==> config.mk <==
export PLATFORM = sky130hd
export DESIGN_NAME = simon_game_ctrl
export DESIGN_NICKNAME = d
export VERILOG_FILES = /design/src/rtl/simon_game_ctrl.sv
export SDC_FILE = /design/constraint.sdc
export NUM_CORES = 1
export LEC_CHECK = 0
export BUFFER_PORTS_ARGS = -buffer_cell sky130_fd_sc_hd__buf_2
export CAP_MARGIN = 20
export CORE_UTILIZATION = 45
export DETAILED_ROUTE_END_ITERATION = 8
export PLACE_DENSITY = 0.77
export SYNTH_ARGS = -nofsm -noshare
export SYNTH_HDL_FRONTEND = slang
export SYNTH_SLANG_ARGS = --single-unit
==> constraint.sdc <==
create_clock -name clk -period 2.3 [get_ports clk]
set_input_delay 0.23 -clock clk [delete_from_list [all_inputs] [get_ports clk]]
set_output_delay 0.23 -clock clk [all_outputs]
set_load 0.1 [all_outputs]
==> src/rtl/simon_game_ctrl.sv <==
// -----------------------------------------------------------------------------
// simon_game_ctrl
//
// Game-level sequencer for the Simon Says datapath. It steps through
// sequence generation, display, player input and checking by sending a
// one-cycle go pulse to each sub-block. It then waits for that block's done
// strobe. The block also keeps the round counter and the input timeout, and
// it reports the game result and a debug state code.
//
// Parameters
//   MAX_ROUND       rounds per game (1..16)
//   TIMEOUT_CYCLES  cycles allowed in INPUT before the game is lost (>= 2)
//   TMR_W           timeout counter width, must hold TIMEOUT_CYCLES-1
//
// Ports
//   clk          clock, all logic on posedge
//   rst_n        synchronous active-low reset
//   start_btn    synchronised button level; its rising edge starts a game
//   abort        synchronous return to IDLE
//   gen_done     sequence generation finished (strobe)
//   disp_done    display of round+1 colours finished (strobe)
//   input_done   player entered round+1 colours (strobe)
//   check_done   check result valid (strobe)
//   check_pass   qualifies check_done: 1 = sequence matched
//   gen_go, disp_go, input_go, check_go
//                one-cycle start pulses, high in the first cycle of the state
//   round        current round index 0..MAX_ROUND-1
//   game_won, game_lost
//                result levels, held until the next game or an abort
//   state_dbg    IDLE=0 GEN=1 SHOW=2 INPUT=3 CHECK=4 WIN=5 LOSE=6
// -----------------------------------------------------------------------------
module simon_game_ctrl #(
    parameter int MAX_ROUND      = 16,
    parameter int TIMEOUT_CYCLES = 1000000,
    parameter int TMR_W          = 20
) (
    input  logic       clk,
    input  logic       rst_n,
    input  logic       start_btn,
    input  logic       abort,
    input  logic       gen_done,
    input  logic       disp_done,
    input  logic       input_done,
    input  logic       check_done,
    input  logic       check_pass,
    output logic       gen_go,
    output logic       disp_go,
    output logic       input_go,
    output logic       check_go,
    output logic [3:0] round,
    output logic       game_won,
    output logic       game_lost,
    output logic [2:0] state_dbg
);

    typedef enum logic [2:0] {
        S_IDLE  = 3'd0,
        S_GEN   = 3'd1,
        S_SHOW  = 3'd2,
        S_INPUT = 3'd3,
        S_CHECK = 3'd4,
        S_WIN   = 3'd5,
        S_LOSE  = 3'd6
    } state_t;

    localparam logic [3:0]       LAST_ROUND = 4'(MAX_ROUND - 1);
    localparam logic [TMR_W-1:0] TMR_LAST   = TMR_W'(TIMEOUT_CYCLES - 1);

    state_t           state, state_nx;
    logic [3:0]       round_nx;
    logic [TMR_W-1:0] timer, timer_nx;
    logic             prev;
    logic             start_edge;
    logic             gen_go_nx, disp_go_nx, input_go_nx, check_go_nx;
    logic             won_nx, lost_nx;

    // prev resets to 1. A button held down through reset therefore looks like
    // a level and not an edge.
    assign start_edge = start_btn & ~prev;

    // The state register drives the debug port directly, so the port stays
    // fully registered.
    assign state_dbg = state;

    // -------------------------------------------------------------------------
    // Next-state and next-output logic.
    // Each go pulse is computed on the transition into its state and then
    // registered. It is therefore high for exactly the first cycle of that
    // state. A done strobe is accepted only when the state's own go is low,
    // which means after the go cycle.
    // -------------------------------------------------------------------------
    always_comb begin
        // NOTE: every signal gets a default before the case, so no path leaves
        // one unassigned and no latch is inferred.
        state_nx    = state;
        round_nx    = round;
        timer_nx    = timer;
        gen_go_nx   = 1'b0;
        disp_go_nx  = 1'b0;
        input_go_nx = 1'b0;
        check_go_nx = 1'b0;
        won_nx      = game_won;
        lost_nx     = game_lost;

        if (abort) begin
            // Abort has priority over every strobe and over the start edge. Any
            // go that would have been issued this cycle is dropped.
            state_nx = S_IDLE;
            round_nx = '0;
            timer_nx = '0;
            won_nx   = 1'b0;
            lost_nx  = 1'b0;
        end else begin
            unique case (state)
                S_IDLE, S_WIN, S_LOSE: begin
                    if (start_edge) begin
                        state_nx  = S_GEN;
                        round_nx  = '0;
                        won_nx    = 1'b0;
                        lost_nx   = 1'b0;
                        gen_go_nx = 1'b1;
                    end
                end

                S_GEN: begin
                    if (gen_done && !gen_go) begin
                        state_nx   = S_SHOW;
                        disp_go_nx = 1'b1;
                    end
                end

                S_SHOW: begin
                    if (disp_done && !disp_go) begin
                        state_nx    = S_INPUT;
                        timer_nx    = '0;
                        input_go_nx = 1'b1;
                    end
                end

                S_INPUT: begin
                    timer_nx = timer + TMR_W'(1);
                    // If input_done and the timeout land in the same cycle,
                    // input_done wins.
                    if (input_done && !input_go) begin
                        state_nx    = S_CHECK;
                        check_go_nx = 1'b1;
                    end else if (timer == TMR_LAST) begin
                        state_nx = S_LOSE;
                        lost_nx  = 1'b1;
                    end
                end

                S_CHECK: begin
                    if (check_done && !check_go) begin
                        if (!check_pass) begin
                            state_nx = S_LOSE;
                            lost_nx  = 1'b1;
                        end else if (round == LAST_ROUND) begin
                            state_nx = S_WIN;
                            won_nx   = 1'b1;
                        end else begin
                            // This is the only place the round advances. It
                            // cannot wrap, because the last round goes to WIN.
                            state_nx   = S_SHOW;
                            round_nx   = round + 4'd1;
                            disp_go_nx = 1'b1;
                        end
                    end
                end

                default: begin
                    state_nx = S_IDLE;
                    round_nx = '0;
                    timer_nx = '0;
                    won_nx   = 1'b0;
                    lost_nx  = 1'b0;
                end
            endcase
        end
    end

    // -------------------------------------------------------------------------
    // State and output registers
    // -------------------------------------------------------------------------
    always_ff @(posedge clk) begin
        // NOTE: registers are updated with non-blocking assignments. Every
        // flop then samples pre-edge values, and simulation matches the
        // synthesised hardware.
        if (!rst_n) begin
            state     <= S_IDLE;
            round     <= '0;
            timer     <= '0;
            prev      <= 1'b1;
            gen_go    <= 1'b0;
            disp_go   <= 1'b0;
            input_go  <= 1'b0;
            check_go  <= 1'b0;
            game_won  <= 1'b0;
            game_lost <= 1'b0;
        end else begin
            state     <= state_nx;
            round     <= round_nx;
            timer     <= timer_nx;
            prev      <= start_btn;
            gen_go    <= gen_go_nx;
            disp_go   <= disp_go_nx;
            input_go  <= input_go_nx;
            check_go  <= check_go_nx;
            game_won  <= won_nx;
            game_lost <= lost_nx;
        end
    end

endmodule

[Word level (Yosys, flattened, before mapping)]
Cells that the tools add are included.
Word-level totals
  word-level logic and storage cells: 96
  register bits after elaboration: 34
  output and inout bits: 13
  bits of input ports: 9
Cells by class
  equal/unequal tests: 19
  multiplexer cells: 34
  bitwise gates (word level): 9
  reduce and logical (&&, ||, !) cells: 22
  add/subtract/negate cells: 2
Operators by type and width (count)
  $pmux W20 S3: 1
  $mux W3: 8
  $add A20 B1 Y20 const B: 1
  $eq A20 B20 Y1 const B: 1
  $mux W20: 1
  $ne A2 B2 Y1 const B: 10
  $mux W4: 4
  $mux W1: 15
  $pmux W3 S5: 1
  $reduce_and A5 Y1: 3
  $reduce_or A3 Y1: 5
  $pmux W4 S3: 1
  $eq A3 B3 Y1 const B: 3
  $not A1 Y1: 8
  $eq A3 B2 Y1 const B: 2
  $reduce_and A6 Y1: 1
  $reduce_or A5 Y1: 1
  $add A4 B1 Y4 const B: 1
  $eq A4 B4 Y1 const B: 1
  $logic_and A1 B1 Y1: 4
  $logic_not A1 Y1: 4
  $pmux W1 S4: 1
  $reduce_or A2 Y1: 2
  $eq A3 B1 Y1 const B: 1
  6 further kinds: 6

[Logic depth before layout (Yosys ltp)]
  depth in word-level cells: 5
  mapped depth: 7
  mapped depth without buffers: 6

[Least setup slack after synthesis]
OpenSTA, ideal clock, no wires.
  kind: reg2reg
  from: reg state[0], in the netlist state_dbg[0]
  to: reg timer[10]
  cell stages (with the launch flop): 7
  arrival time: 2.229 ns
  required time: 2.183 ns
  period minus slack after synthesis: 2.346 ns
  buffers on the path: 3
  library setup time: 0.117 ns
  slack: -0.046 ns
  cells stage by stage: dfxtp_1 > buf_2 > clkbuf_1 > o21ai_0 > o21ai_2 > buf_2 > nor2_1
On the way
  longest elaborated chain between the ends: 4
  elaborated cells between the ends (all ways): 12
  classes of those cells: 7 x eq/ne; 1 x mux; 1 x bitwise; 3 x reduce/logical
RTL lines
  start, declared: line 69  | state_t state, state_nx;
  start signal, assigned: line 201  | state <= state_nx;
  branches (longest 4 deep; another with $pmux W20 S3)
  end signal, assigned: line 203  | timer <= timer_nx;
  end, declared: line 71  | logic [TMR_W-1:0] timer, timer_nx;
Parallel ways; which one is timed is not known.
A chain may end at the register's enable or synchronous reset.

[Worst setup path after layout]
  from: reg state[1], in the netlist state_dbg[1]
  to: reg round[3]
On the way
  longest elaborated chain between the ends: 4
  elaborated cells between the ends (all ways): 16
  classes of those cells: 10 x eq/ne; 1 x mux; 1 x bitwise; 4 x reduce/logical
RTL lines
  $eq A3 B3 Y1, or another cell as far along: line 114  | unique case (state)
  $reduce_or A3 Y1, on equally long branches
  $ne A2 B2 Y1 (no source line) / $not A1 Y1 (equally long branches)
  $reduce_and A5 Y1 (no source line)
  end signal, assigned: line 202  | round <= round_nx;
  end, declared: line 50  | output logic [3:0] round,
Parallel ways exist; a longest one is shown, timed or not.

==> flow_summary_export.csv <==
group,metric,value,unit
outcome,status,"finished clean",
setup_path,critPathMaxStageDelay,0.47,ns
min_path,worstHoldEndpoint,"prev",
floorplan,die-area,4130,um^2
min_path,hold_path.class,"in2reg",
route,highest_layer,"met4",
timing,fin_worst_skew,0.0100,ns
cts,cts.path.max_buffers,2,
layout,final_core_util,54.3,%
route,wirelength,3860,um
setup_path,path_delay_family,"simple AND/OR/NAND/NOR gates",
timing,clock.fmax,538,MHz
layout,syn_to_final_growth,14.8,%
floorplan,initial_core_util,47.4,%
route,postRouteAntennaNets,0,
synthesis,ys_seq_area_share,39.0,%
setup_path,reg2reg_to,"round[3]",
power_and_ir_drop,max-vdd-ir-drop,0.352,mV
timing,rsz0062_at_grt,"no",
timing,drv_slew,0,
grt,track_usage,20.4,%
grt,grt_pass1_vias,1431,
setup_path,r2r_slack,0.44,ns
synthesis,syn-num-nets,216,
cts,cts_root_buf,"clkbuf_8",
min_path,holdCritStartpoint,"rst_n",
cts,clk_latency,0.30,ns
synthesis,synth-edff-count,0,
cts,htree_levels,2,
cts,ctsResizeCount,0,
setup_path,reg2reg_depth,5,
cts,holdBufCountCts,0,
layout,drive_gt1_share,18.9,%
synthesis,synth_largest_type_area_fraction,39.0,%
synthesis,synth-main-ff-cell,"dfxtp_1",
synthesis,yosysWarnings,0,
synthesis,netlist_area,1750,um^2
floorplan,fp.dieH,64.3,um
timing,period_share,80.8,%
timing,finalCriticalPeriod,1.86,ns
route,num_vias,1558,
cts,clkTransAtPathRegs,0.08,ns
floorplan,rows,22,
grt,antenna_found_initial,0,
setup_path,worstPathRequired,2.54,ns
placed_design,place_area,1890,um^2
route,drt_first_pass_iters,4,
setup_path,cp_slowest_cell,"or3_1",
route,drc_errors,0,
setup_path,reg2reg_from,"state_dbg[1]",
synthesis,synthCells,205,
synthesis,synth_area_leaders,"dfxtp_1 39%, nor2_1 5.8%, xnor2_1 4.0%",
cts,postCtsSetupBuffers,0,
cts,clock-sinks,34,
power_and_ir_drop,cellPowerDensity,637,nW/um^2
setup_path,critPathCaptureType,"register",
timing,tns,0,ns
layout,design_area,2000,um^2
setup_path,path_max_fanout,21,
grt,grt_max_degree,22,
setup_path,cp_data_arrival_time,2.09,ns
min_path,holdPathStages,2,
route,wl_met1,1750,um
synthesis,synth_cell_type_count,47,
cts,numCtsBuffers,5,
grt,grt_pass1_wl,6420,um
setup_path,critical_path.startpoint_type,"register",
floorplan,fp.dieW,64.3,um
timing,setup_violations,0,
route,dr_wl_met2,1800,um
floorplan,core,3690,um^2
cts,cts_tree,"yes",
route,wl_per_cell,14.0,um
synthesis,avgSynthCellArea,8.52,um^2
layout,diodes,0,
placed_design,finalWeightedCongestion,0.818,
timing,hold_violations,0,
flow_run,max_cap_viol_count,0,
timing,timing.slew.headroom,62.1,%
timing,tightest_slew,0.569,ns
layout,multi_input_area,1000,um^2
layout,final_nets,237,
timing,setup_ws,0.443,ns
route,met3_length,186,um
grt,grt_overflow,0,
synthesis,synth_top_cell_by_area,"dfxtp_1",
setup_path,critPathKind,"reg2reg",
synthesis,ys_ff_latch,34,
route,drtIter0Drc,117,
layout,ff_latch_area,683,um^2
route,routed_via_density,5.67,
synthesis,async_flop_share,0,%
placed_design,place_hpwl,2690,um
floorplan,ioPinCount,22,
setup_path,path_cells,"buf_4, nor3b_2, nand4_1, or3_1, a21oi_1",
placed_design,place_ws,0.490,ns
layout,fillers,361,
setup_path,crit_buf_inv,1,
placed_design,port_buffers,21,
power_and_ir_drop,p_leak,0.000720,uW
==> cell usage in the layout, fill, tap and decap left out, types with 3 or more instances in the layout <==
| cell type | count |
|---|---|
| a211oi_1 | 4 |
| a21oi_1 | 9 |
| a31oi_1 | 3 |
| and2_1 | 3 |
| and3_1 | 3 |
| buf_2 | 21 |
| buf_4 | 3 |
| clkbuf_8 | 5 |
| dfxtp_1 | 32 |
| inv_1 | 4 |
| nand2_1 | 12 |
| nand2b_1 | 5 |
| nand3_1 | 10 |
| nand4_1 | 6 |
| nor2_1 | 27 |
| nor2b_1 | 7 |
| nor3_1 | 6 |
| o21ai_0 | 12 |
| or3_1 | 6 |
| xnor2_1 | 8 |
| xor2_1 | 7 |
==> metrics by stage <==
step / hold slack (ns) / cells / power, uW
6_report: 0.113 / 275 / 1280
5_1_grt: 0.141 / 275 / 1330
4_1_cts: 0.115 / 275 / 1280
3_5_place_dp: 0.431 / 267 / 732
3_3_place_gp: 0.424 / 267 / 731
2_1_floorplan: 0.303 / 205 / 705
==> worst max path at each step <==
stage | from | endpoint | slack (ns) | cells after the start
2_1_floorplan | state_dbg[1] | timer[10] | 0.02 | 6
3_3_place_gp | state_dbg[1] | round[3] | 0.56 | 5
3_5_place_dp | state_dbg[1] | round[3] | 0.49 | 5
4_1_cts | state_dbg[1] | round[3] | 0.47 | 5
5_1_grt | state_dbg[1] | round[3] | 0.32 | 5
6_report | state_dbg[1] | round[3] | 0.44 | 5
==> layer usage <==
layer,vias to the layer above,track usage (%)
met2,45,32.6
met4,0,12.5
met1,725,24.4
met5,-,0
li1,774,-
met3,14,5.00
==> synth_stat cells, types with 2 or more instances <==
cell type  instances
dfxtp_1           34
nor2_1            27
nand2_1           12
o21ai_0           12
nand3_1           10
a21oi_1            9
xnor2_1            8
nor2b_1            7
xor2_1             7
nand4_1            6
nor3_1             6
or3_1              6
clkbuf_1           5
nand2b_1           5
a211oi_1           4
buf_2              4
inv_1              4
a31oi_1            3
and2_1             3
and3_1             3
and4_1             2
ha_1               2
mux2i_1            2
==> cell type report <==
| class | count | area share [%] |
|---|---|---|
| flip-flops and latches | 34 | 34.1 |
| inverters | 4 | 0.749 |
| repair buffers | 24 | 6.37 |
| clock inverters | 3 | 2.25 |
| well taps | 48 | 3.00 |
| clock buffers | 5 | 3.43 |
| multi-input cells | 157 | 50.1 |
==> logic make-up (layout without fill, tap and decap cells) <==
family,Yosys count,in the layout,synth area share [%]
and+or+nand+nor,97,97,31.1
AOI/OAI and AO/OA,40,40,15.8
DFF,34,34,39.0
xor gates and xnor gates,15,15,7.52
buffers and inverters,14,36,3.51
adders and majority gates,3,3,2.01
muxes,2,2,1.15
==> flip-flops by register name, summed over array words and instances (netlist names) <==
name	cells
timer	20
round	4
state_dbg	3
check_go	1
disp_go	1
game_lost	1
game_won	1
gen_go	1
input_go	1
prev	1
==> where the power goes <==
part           internal, uW  total [uW]  switching [uW]
Sequential              594         602            8.04
Combinational          35.7         119            83.6
Clock                   322         555             233
Total                   952        1280             325
(Power assumes the default switching activity.)
